[src/rtl/game_board_ctrl_pkg.sv]
// Shared encodings for the tic-tac-toe board controller: cell, result and
// move-error codes, FSM states, and board access helpers.
package game_board_ctrl_pkg;

  localparam int unsigned CELL_COUNT = 9;

  localparam logic [1:0] CELL_P1    = 2'd0;
  localparam logic [1:0] CELL_P2    = 2'd1;
  localparam logic [1:0] CELL_EMPTY = 2'd2;

  localparam logic [2:0] RES_P1   = 3'd0;
  localparam logic [2:0] RES_P2   = 3'd1;
  localparam logic [2:0] RES_DRAW = 3'd2;
  localparam logic [2:0] RES_NONE = 3'd3;

  localparam logic [1:0] ERR_OK       = 2'd0;
  localparam logic [1:0] ERR_OCCUPIED = 2'd1;
  localparam logic [1:0] ERR_TURN     = 2'd2;
  localparam logic [1:0] ERR_RANGE    = 2'd3;

  localparam logic [17:0] BOARD_EMPTY = 18'h2AAAA;
  localparam logic [3:0]  LAST_IDX    = 4'(CELL_COUNT - 1);
  localparam logic [3:0]  FULL_COUNT  = 4'(CELL_COUNT);

  typedef enum logic [1:0] {
    ST_IDLE  = 2'd0,
    ST_CHECK = 2'd1,
    ST_OVER  = 2'd2
  } state_t;

  // Callers guarantee idx <= LAST_IDX before trusting the returned code.
  function automatic logic [1:0] cell_at(input logic [17:0] board, input logic [3:0] idx);
    logic [17:0] shifted;
    shifted = board >> {idx, 1'b0};
    return shifted[1:0];
  endfunction

  function automatic logic [17:0] cell_write(input logic [17:0] board, input logic [3:0] idx,
                                             input logic [1:0] code);
    logic [17:0] mask;
    logic [17:0] value;
    mask  = 18'h00003 << {idx, 1'b0};
    value = {16'h0000, code} << {idx, 1'b0};
    return (board & ~mask) | value;
  endfunction

endpackage

[src/rtl/game_board_ctrl_move_check.sv]
// Combinational legality check for a move request; reports the highest
// priority error (range, then turn, then occupancy).
module game_move_check
  import game_board_ctrl_pkg::*;
(
  input  logic [17:0] board_flat,
  input  logic [3:0]  move_idx,
  input  logic        move_player,
  input  logic        turn,
  output logic [1:0]  move_err
);

  // Priority-ordered error selection.
  always_comb begin
    move_err = ERR_OK;
    if (move_idx > LAST_IDX) begin
      move_err = ERR_RANGE;
    end else if (move_player != turn) begin
      move_err = ERR_TURN;
    end else if (cell_at(board_flat, move_idx) != CELL_EMPTY) begin
      move_err = ERR_OCCUPIED;
    end else begin
      move_err = ERR_OK;
    end
  end

endmodule

[src/rtl/game_board_ctrl.sv]
// Tic-tac-toe board controller: accepts moves over a valid/ready handshake,
// keeps the board, and samples an external win checker after each legal move.
module game_board_ctrl
  import game_board_ctrl_pkg::*;
#(
  parameter int CHECK_LAT = 2
) (
  input  logic        clk,
  input  logic        rst,
  input  logic        new_game,
  input  logic        move_valid,
  output logic        move_ready,
  input  logic [3:0]  move_idx,
  input  logic        move_player,
  output logic        move_ack,
  output logic [1:0]  move_err,
  output logic [17:0] board_flat,
  input  logic [2:0]  who_won,
  output logic        turn,
  output logic [3:0]  move_count,
  output logic        game_over,
  output logic [2:0]  result
);

  localparam int CNT_W = (CHECK_LAT > 1) ? $clog2(CHECK_LAT) : 1;
  localparam logic [CNT_W-1:0] CNT_ZERO = {CNT_W{1'b0}};
  localparam logic [CNT_W-1:0] CNT_LOAD = CNT_W'(CHECK_LAT - 1);

  state_t           state_r, state_s;
  logic [17:0]      board_r, board_s;
  logic             turn_r, turn_s;
  logic [3:0]       count_r, count_s;
  logic [2:0]       result_r, result_s;
  logic             over_r, over_s;
  logic [CNT_W-1:0] cnt_r, cnt_s;
  logic             ack_r, ack_s;
  logic [1:0]       err_r, err_s;
  logic [1:0]       chk_err_s;

  game_move_check u_move_check (
    .board_flat  (board_r),
    .move_idx    (move_idx),
    .move_player (move_player),
    .turn        (turn_r),
    .move_err    (chk_err_s)
  );

  assign move_ready = (state_r == ST_IDLE) && !new_game;
  assign move_ack   = ack_r;
  assign move_err   = err_r;
  assign board_flat = board_r;
  assign turn       = turn_r;
  assign move_count = count_r;
  assign game_over  = over_r;
  assign result     = result_r;

  // Next-state and next-output logic; new_game overrides every state.
  always_comb begin
    state_s  = state_r;
    board_s  = board_r;
    turn_s   = turn_r;
    count_s  = count_r;
    result_s = result_r;
    over_s   = over_r;
    cnt_s    = cnt_r;
    ack_s    = 1'b0;
    err_s    = ERR_OK;
    if (new_game) begin
      state_s  = ST_IDLE;
      board_s  = BOARD_EMPTY;
      turn_s   = 1'b0;
      count_s  = 4'd0;
      result_s = RES_NONE;
      over_s   = 1'b0;
      cnt_s    = CNT_ZERO;
    end else begin
      case (state_r)
        ST_IDLE: begin
          if (move_valid) begin
            ack_s = 1'b1;
            err_s = chk_err_s;
            if (chk_err_s == ERR_OK) begin
              board_s = cell_write(board_r, move_idx, move_player ? CELL_P2 : CELL_P1);
              turn_s  = ~turn_r;
              count_s = count_r + 4'd1;
              cnt_s   = CNT_LOAD;
              state_s = ST_CHECK;
            end else begin
              state_s = ST_IDLE;
            end
          end else begin
            state_s = ST_IDLE;
          end
        end
        ST_CHECK: begin
          // The last CHECK cycle is the one where the counter has run out.
          if (cnt_r == CNT_ZERO) begin
            case (who_won)
              RES_P1, RES_P2: begin
                result_s = who_won;
                over_s   = 1'b1;
                state_s  = ST_OVER;
              end
              RES_DRAW: begin
                result_s = RES_DRAW;
                over_s   = 1'b1;
                state_s  = ST_OVER;
              end
              default: begin
                if (count_r == FULL_COUNT) begin
                  result_s = RES_DRAW;
                  over_s   = 1'b1;
                  state_s  = ST_OVER;
                end else begin
                  state_s = ST_IDLE;
                end
              end
            endcase
          end else begin
            cnt_s = cnt_r - {{(CNT_W-1){1'b0}}, 1'b1};
          end
        end
        ST_OVER: begin
          state_s = ST_OVER;
        end
        default: begin
          state_s = ST_IDLE;
        end
      endcase
    end
  end

  // State and output registers.
  always_ff @(posedge clk or posedge rst) begin
    if (rst) begin
      state_r  <= ST_IDLE;
      board_r  <= BOARD_EMPTY;
      turn_r   <= 1'b0;
      count_r  <= 4'd0;
      result_r <= RES_NONE;
      over_r   <= 1'b0;
      cnt_r    <= CNT_ZERO;
      ack_r    <= 1'b0;
      err_r    <= ERR_OK;
    end else begin
      state_r  <= state_s;
      board_r  <= board_s;
      turn_r   <= turn_s;
      count_r  <= count_s;
      result_r <= result_s;
      over_r   <= over_s;
      cnt_r    <= cnt_s;
      ack_r    <= ack_s;
      err_r    <= err_s;
    end
  end

endmodule

[config.mk]
export PLATFORM = sky130hd
export DESIGN_NAME = game_board_ctrl
export DESIGN_NICKNAME = d
export VERILOG_FILES = /design/src/rtl/game_board_ctrl_pkg.sv /design/src/rtl/game_board_ctrl_move_check.sv /design/src/rtl/game_board_ctrl.sv
export SDC_FILE = /design/constraint.sdc
export NUM_CORES = 1
export LEC_CHECK = 0
export ABC_AREA = 1
export ABC_CLOCK_PERIOD_IN_PS = 4250
export BUFFER_PORTS_ARGS = -buffer_cell sky130_fd_sc_hd__buf_2
export CORE_MARGIN = 10
export CORE_UTILIZATION = 58
export DETAILED_ROUTE_END_ITERATION = 8
export PLACE_DENSITY = 0.88
export SLEW_MARGIN = 20
export SYNTH_ARGS = -nofsm -noshare
export SYNTH_HDL_FRONTEND = slang
export SYNTH_SLANG_ARGS = --single-unit
[constraint.sdc]
create_clock -name clk -period 4.25 [get_ports clk]
set_clock_uncertainty 0.05 [all_clocks]
set_input_delay 0.2125 -clock clk [delete_from_list [all_inputs] [get_ports clk]]
set_output_delay 0.2125 -clock clk [all_outputs]
set_load 0.02 [all_outputs]
### Word-level counts from Yosys, hierarchy flattened

Cells that the tools add are included.

* $mul: 0
* $add $sub $neg: 2
* multiplexer cells: 44
* reduce and logical (&&, ||, !) cells: 18
* shift operators: 3
* bitwise operators: 4
* order comparisons: 1
* equal/unequal tests: 11
* divide/modulo/power cells: 0

Operator list (count)
* 18-bit two-way mux: 4
* 2-bit two-way mux: 10
* 1-bit two-way mux: 19
* 18-bit bitwise AND: 1
* 18-bit NOT: 1
* 18-bit bitwise OR: 1
* 1-bit by 5-bit left shift with 18-bit output: 1
* 2-bit by 5-bit left shift with 18-bit output, first input constant: 1
* 18-bit by 5-bit >> shifter with 2-bit output: 1
* 4-bit two-way mux: 4
* 3-bit two-way mux: 4
* 3-bit AND reduction: 4
* 2-bit nonzero test: 4
* 3-bit inequality test, second input constant: 2
* 2-bit case mux with 3 select lines: 1
* 3-bit case mux with 2 select lines: 1
* 3-bit nonzero test: 2
* 4-bit by 1-bit adder with 4-bit output, second input constant: 1
* 4-bit equality test, second input constant: 1
* 4-bit > comparator, second input constant: 1
* 2-bit zero test: 2
* 2-bit inequality test, second input constant: 2
* 4-bit nonzero test: 1
* 3-bit by 1-bit equality test with 1-bit output, second input constant: 1
* other kinds (13): 13

* memory bits (writable): 0
* output and inout port bits: 31
* bits in read-only memories: 0
* register bits: 33
* word-level logic and storage cells: 92
* latch bits: 0
* input port bits: 12
* memories kept: 0

### Depth between registers and ports, before layout

* word-level depth: 10
* depth in mapped cells: 13
* gate-level depth less buffers: 12

### Hierarchy

Synthesis repeated with hierarchy kept, for this count alone.

* cells, all modules: 247
* area total of the unflattened synthesis: 1821.7 sq um

By module, submodules not included
* game_board_ctrl: cells each 190, area each 1552.7 sq um, instances 1
* game_move_check: cells each 57, area each 269.0 sq um, instances 1

### Least setup slack after synthesis

No wires, ideal clock.

* path type: flip-flop to flip-flop
* start: register board_r[15], in the netlist board_flat[15]
* end: register count_r[0], in the netlist move_count[0]
* period minus slack after synthesis: 1.625 ns
* data required time: 4.081 ns
* arrival time: 1.456 ns
* slack: 2.625 ns
* cell stages (with the launch flop): 13
* cells stage by stage: dfstp_2 -> nand2_1 -> nand2_1 -> nand2_1 -> nand2_1 -> nand2_1 -> nand2_1 -> nand2_2 -> nor2_8 -> nand3_4 -> buf_6 -> nand3_1 -> nand2_1

* word-level cells in the longest chain between the ends: 8

RTL lines
* start, declared: RTL line game_board_ctrl.sv:30 `logic [17:0] board_r, board_s;`
* start signal, assigned: RTL line game_board_ctrl.sv:147 `board_r <= board_s;`
* 18-bit by 5-bit >> shifter with 2-bit output: RTL line game_board_ctrl_pkg.sv:34 `shifted = board >> {idx, 1'b0};`
* 2-bit inequality test: RTL line game_board_ctrl_move_check.sv:20 `end else if (cell_at(board_flat, move_idx) != CELL_EMPTY) begin`
* 1-bit two-way mux: RTL line game_board_ctrl_move_check.sv:20
* 2-bit two-way mux: RTL line game_board_ctrl_move_check.sv:18 `end else if (move_player != turn) begin`
* 2-bit two-way mux: RTL line game_board_ctrl_move_check.sv:16 `if (move_idx > LAST_IDX) begin`
* 2-bit zero test: RTL line game_board_ctrl.sv:82 `if (chk_err_s == ERR_OK) begin`
* 2-bit nonzero test (no source line)
* 3-bit AND reduction (no source line)
* end signal, assigned: RTL line game_board_ctrl.sv:149 `count_r <= count_s;`
* end, declared: RTL line game_board_ctrl.sv:32 `logic [3:0] count_r, count_s;`

No other way between the ends.
A chain may end at the register's enable or synchronous reset.

### Worst setup path in the final report

* start: register state_r[1]
* end: register board_r[5], in the netlist board_flat[5]

* word-level cells in the longest chain between the ends: 3

RTL lines
* start, declared: RTL line game_board_ctrl.sv:29 `state_t state_r, state_s;`
* start signal, assigned: RTL line game_board_ctrl.sv:146 `state_r <= state_s;`
* 2-bit zero test: RTL line game_board_ctrl.sv:77 `case (state_r)`
* 2-bit nonzero test (no source line)
* 3-bit AND reduction (no source line)

No other way between the ends.

==> impl_summary.md <==
Pwr
The largest vdd supply drop is roughly 0.21 mV. The leakage power total is ~1.2 nW. The areal power density over the cells is 299 nW/um2.

CTS
Clock tree synthesis selected as its root buffer the cell clkbuf_4. The number of clock sinks is 33. The number of setup buffers added after CTS is 0. TritonCTS created 5 clock buffers. TritonCTS built the clock tree. The later pin in the worst-skew pair is clocked with a latency of between 0.3 and 0.4 ns. Clock-pin slew was measured on the worst setup and hold paths at 0.10 ns.

Counting along the longest clock path gives a buffer depth of 2. The H-tree was split into 2 levels. After clock tree synthesis, the repair step resized 0 gates.

Placement
In this run the tool buffered the top-level ports with 42 buffer cells. Counting tap cells, the placed design contains a total of ~330 instances. The congestion estimate from routability-driven global placement came to about 0.90. The wire-length estimate of the detail-placed layout is between 3000 and 4000 um. The setup slack after placement is roughly 2.2 ns.

Drt
The detailed router placed ~1,900 vias in this run. In this run, the number of DRC markers left after iteration 0 of detailed routing was about 310. The final routed wirelength across all metal layers is roughly 4900 um. In this run the remaining antenna-violating nets after routing total 0. The pre-antenna-repair detailed-routing pass consisted of 5 iterations. After detailed routing, the number of vias per cell comes to roughly 5.7. The post-detailed-route DRC marker count is 0. The routed wire length per instance is 14.7 um.

Yosys
The share of the synthesized area in the top cell type is 0.288. The cell area that synthesis handed to floorplanning was between 1500 and 2000 um2. The synthesized net count is 263. During synthesis, Yosys emitted a total of 0 warnings. Counting flops with a built-in enable in the synthesized netlist gives 0. Counting flops and latches in the post-synthesis netlist gives 33. The most used flip-flop cell after synthesis is dfrtp_1. The sequential share of the synthesized area is 0.439. In the synthesized netlist, the cells that appear most often are nand2_1 (71), nor2_1 (27), nand3_1 (25).

The synthesized instance count is 249. The async set-reset flop share out of synthesis is 1.00. The largest total area in the synthesized netlist belongs to dfrtp_1. The post-synthesis area per instance is about 7.7 um2. In the post-synthesis netlist, the cell with the most instances is nand2_1.

Yosys attributes the largest share of cell area to dfrtp_1 (29%), dfstp_2 (15%), nand2_1 (14%), nand4_1 (7.5%), nand3_1 (6.5%). The number of different library cells used by synthesis comes to 28.

Timing
The final number of hold-violating endpoints was 0. The clock period could shrink to ~2.0 ns. Setup slack closes at about 2.2 ns.

The max-slew violation total from the final report came to 0. Hold timing on the final database bottoms out at a slack of between 0.02 and 0.03 ns. The worst relative slew slack is 0.259.

Setup repair after global routing left no endpoint under its margin. Setup violations remaining at the end of the flow were counted as 0. The fmax is ~500 MHz.

Dividing the final minimum period by the clock period gives 0.479. The transition at the pin with the smallest max-transition slack is around 1.1 ns. Adding up every negative setup slack in the final design gives 0 ns.

Critical path
The worst setup path is captured at a flip-flop. The classification of the worst setup path is reg2reg. The endpoint identified for the worst register-to-register timing path is board_flat[5]. The startpoint kind of the worst setup timing path is a flip-flop. The worst reg2reg path depth is 6.

The worst register-to-register path begins at state_r[1]. Data on the critical path is required at its endpoint by 4.48 ns. Setup slack on the worst reg-to-reg path comes out at 2.21 ns.

The critical-path maximum fanout is 18. The critical path data arrival time is roughly 2.3 ns.

Cells and area
Of the cells placed in the final design, the portion with a size suffix greater than 1 is 0.265. From synthesis to final layout, the design area changed by 15.6%. The total number of nets in the final design is slightly above 300.

The filler-free cell count of the finished design is between 300 and 400. 0 antenna diodes ended up in the layout.

GRT
The maximum number of pins on one net before global-route repair is 34. The combined global-route utilization of all metal layers is 0.167. The via count of the first global-routing pass is about 1,800. The initial antenna violation count came to 0. The total overflow left after global routing is 0. The first global-routing pass estimated 8370 um of wire.

Worst hold path
The startpoint identified for the worst hold timing path is new_game. The type of the worst min-delay path is in2reg. The worst hold path terminates at game_over.

The hold-critical path depth is 2.

Flow run
Max-cap violations in this run came to 0.

Floorplanning
The core footprint is about 3100 um2. The die footprint is 6000 um2. From left edge to right edge, the die measures slightly below 80 um. For this design the top-level I/O count stands at between 40 and 50. For this configuration, the core starts out at a cell density of 0.617.

The initialized floorplan defines 20 standard-cell rows. The height of the chip is approximately 77 um.

Status
The run finished with clean final reports.
-- how the worst max path moves through the flow --
stage	start	endpoint	slack (ns)	cells after the start
2_1_floorplan	board_flat[15]	move_count[0]	2.63	12
3_3_place_gp	move_idx[0]	board_flat[5]	2.21	9
3_5_place_dp	move_idx[0]	board_flat[3]	2.16	9
4_1_cts	state_r[1]	board_flat[5]	2.26	6
5_1_grt	state_r[1]	board_flat[5]	2.05	6
6_report	state_r[1]	board_flat[5]	2.21	6
-- layout make-up --
class,count,area [um2]
Fill cell,297,891
Inverter,22,82.6
Tap cell,44,55.1
Timing Repair Buffer,44,228
Multi-Input combinational cell,184,922
Clock buffer,7,55.1
Sequential cell,33,840
Clock inverter,1,30.0
-- cells in the final DEF (no fill, tap or decap), types with 2 or more instances in the layout --
cell type  instances
nor2_2             4
ha_1               2
a21oi_1            3
nor2_1            27
inv_1             18
buf_2             42
clkbuf_4           5
nand3_1           25
nand4_1           23
inv_2              4
o21ai_0           15
dfrtp_1           22
xor2_1             3
dfstp_2           11
mux2_2             2
nand2_1           71
-- flip-flops by register name, indices dropped and copies added, names as in the netlist --
register	count
move_err	2
move_ack	1
game_over	1
board_flat	18
turn	1
cnt_r	1
result	3
move_count	4
state_r	2
-- critical path: stages, from the launching register on --
cell and delay, ns:
dfrtp_1 0.42, nor2_2 0.39, nand2_1 0.18, nor2_2 0.58
nand4_1 0.17, nand2_1 0.12, nand2_1 0.06
-- where the power goes --
group / internal (mW) / switching (mW)
clock: 0.140 / 0.110
sequential: 0.319 / 0.00283
combinational: 0.0225 / 0.0667
total: 0.482 / 0.180
-- logic make-up (layout without fill, tap and decap cells) --
group                    count (synthesis)  count (layout)  share of synthesized area
multiplexers                             2               2                     0.0118
flip-flops                              33              33                      0.439
AND/OR/NAND/NOR                        156             156                      0.384
AO/OA/AOI/OAI                           21              21                     0.0595
buffers and inverters                   32              74                     0.0791
XOR/XNOR                                 3               3                     0.0137
adder cells (fa/ha/maj)                  2               2                     0.0131
-- repair_timing --
item,4_1_cts,5_1_grt
endpoints found under the setup margin,0,0
hold endpoints to repair,22,0
hold buffers,1,0
-- per-layer routing --
layer  track usage  share of wire
met5             0              0
met4        0.0712          0.017
met2         0.238           0.45
met1         0.220           0.43
met3        0.0634           0.10
-- per-stage QoR --
step            util  total power, mW  instance area (um2)
2_1_floorplan      -            0.394                 1910
3_3_place_gp   0.682            0.413                 2120
3_5_place_dp   0.682            0.415                 2120
4_1_cts        0.713            0.659                 2210
5_1_grt        0.713            0.687                 2210
6_report       0.713            0.662                 2210
No activity file was read; power rests on OpenSTA's default activity.
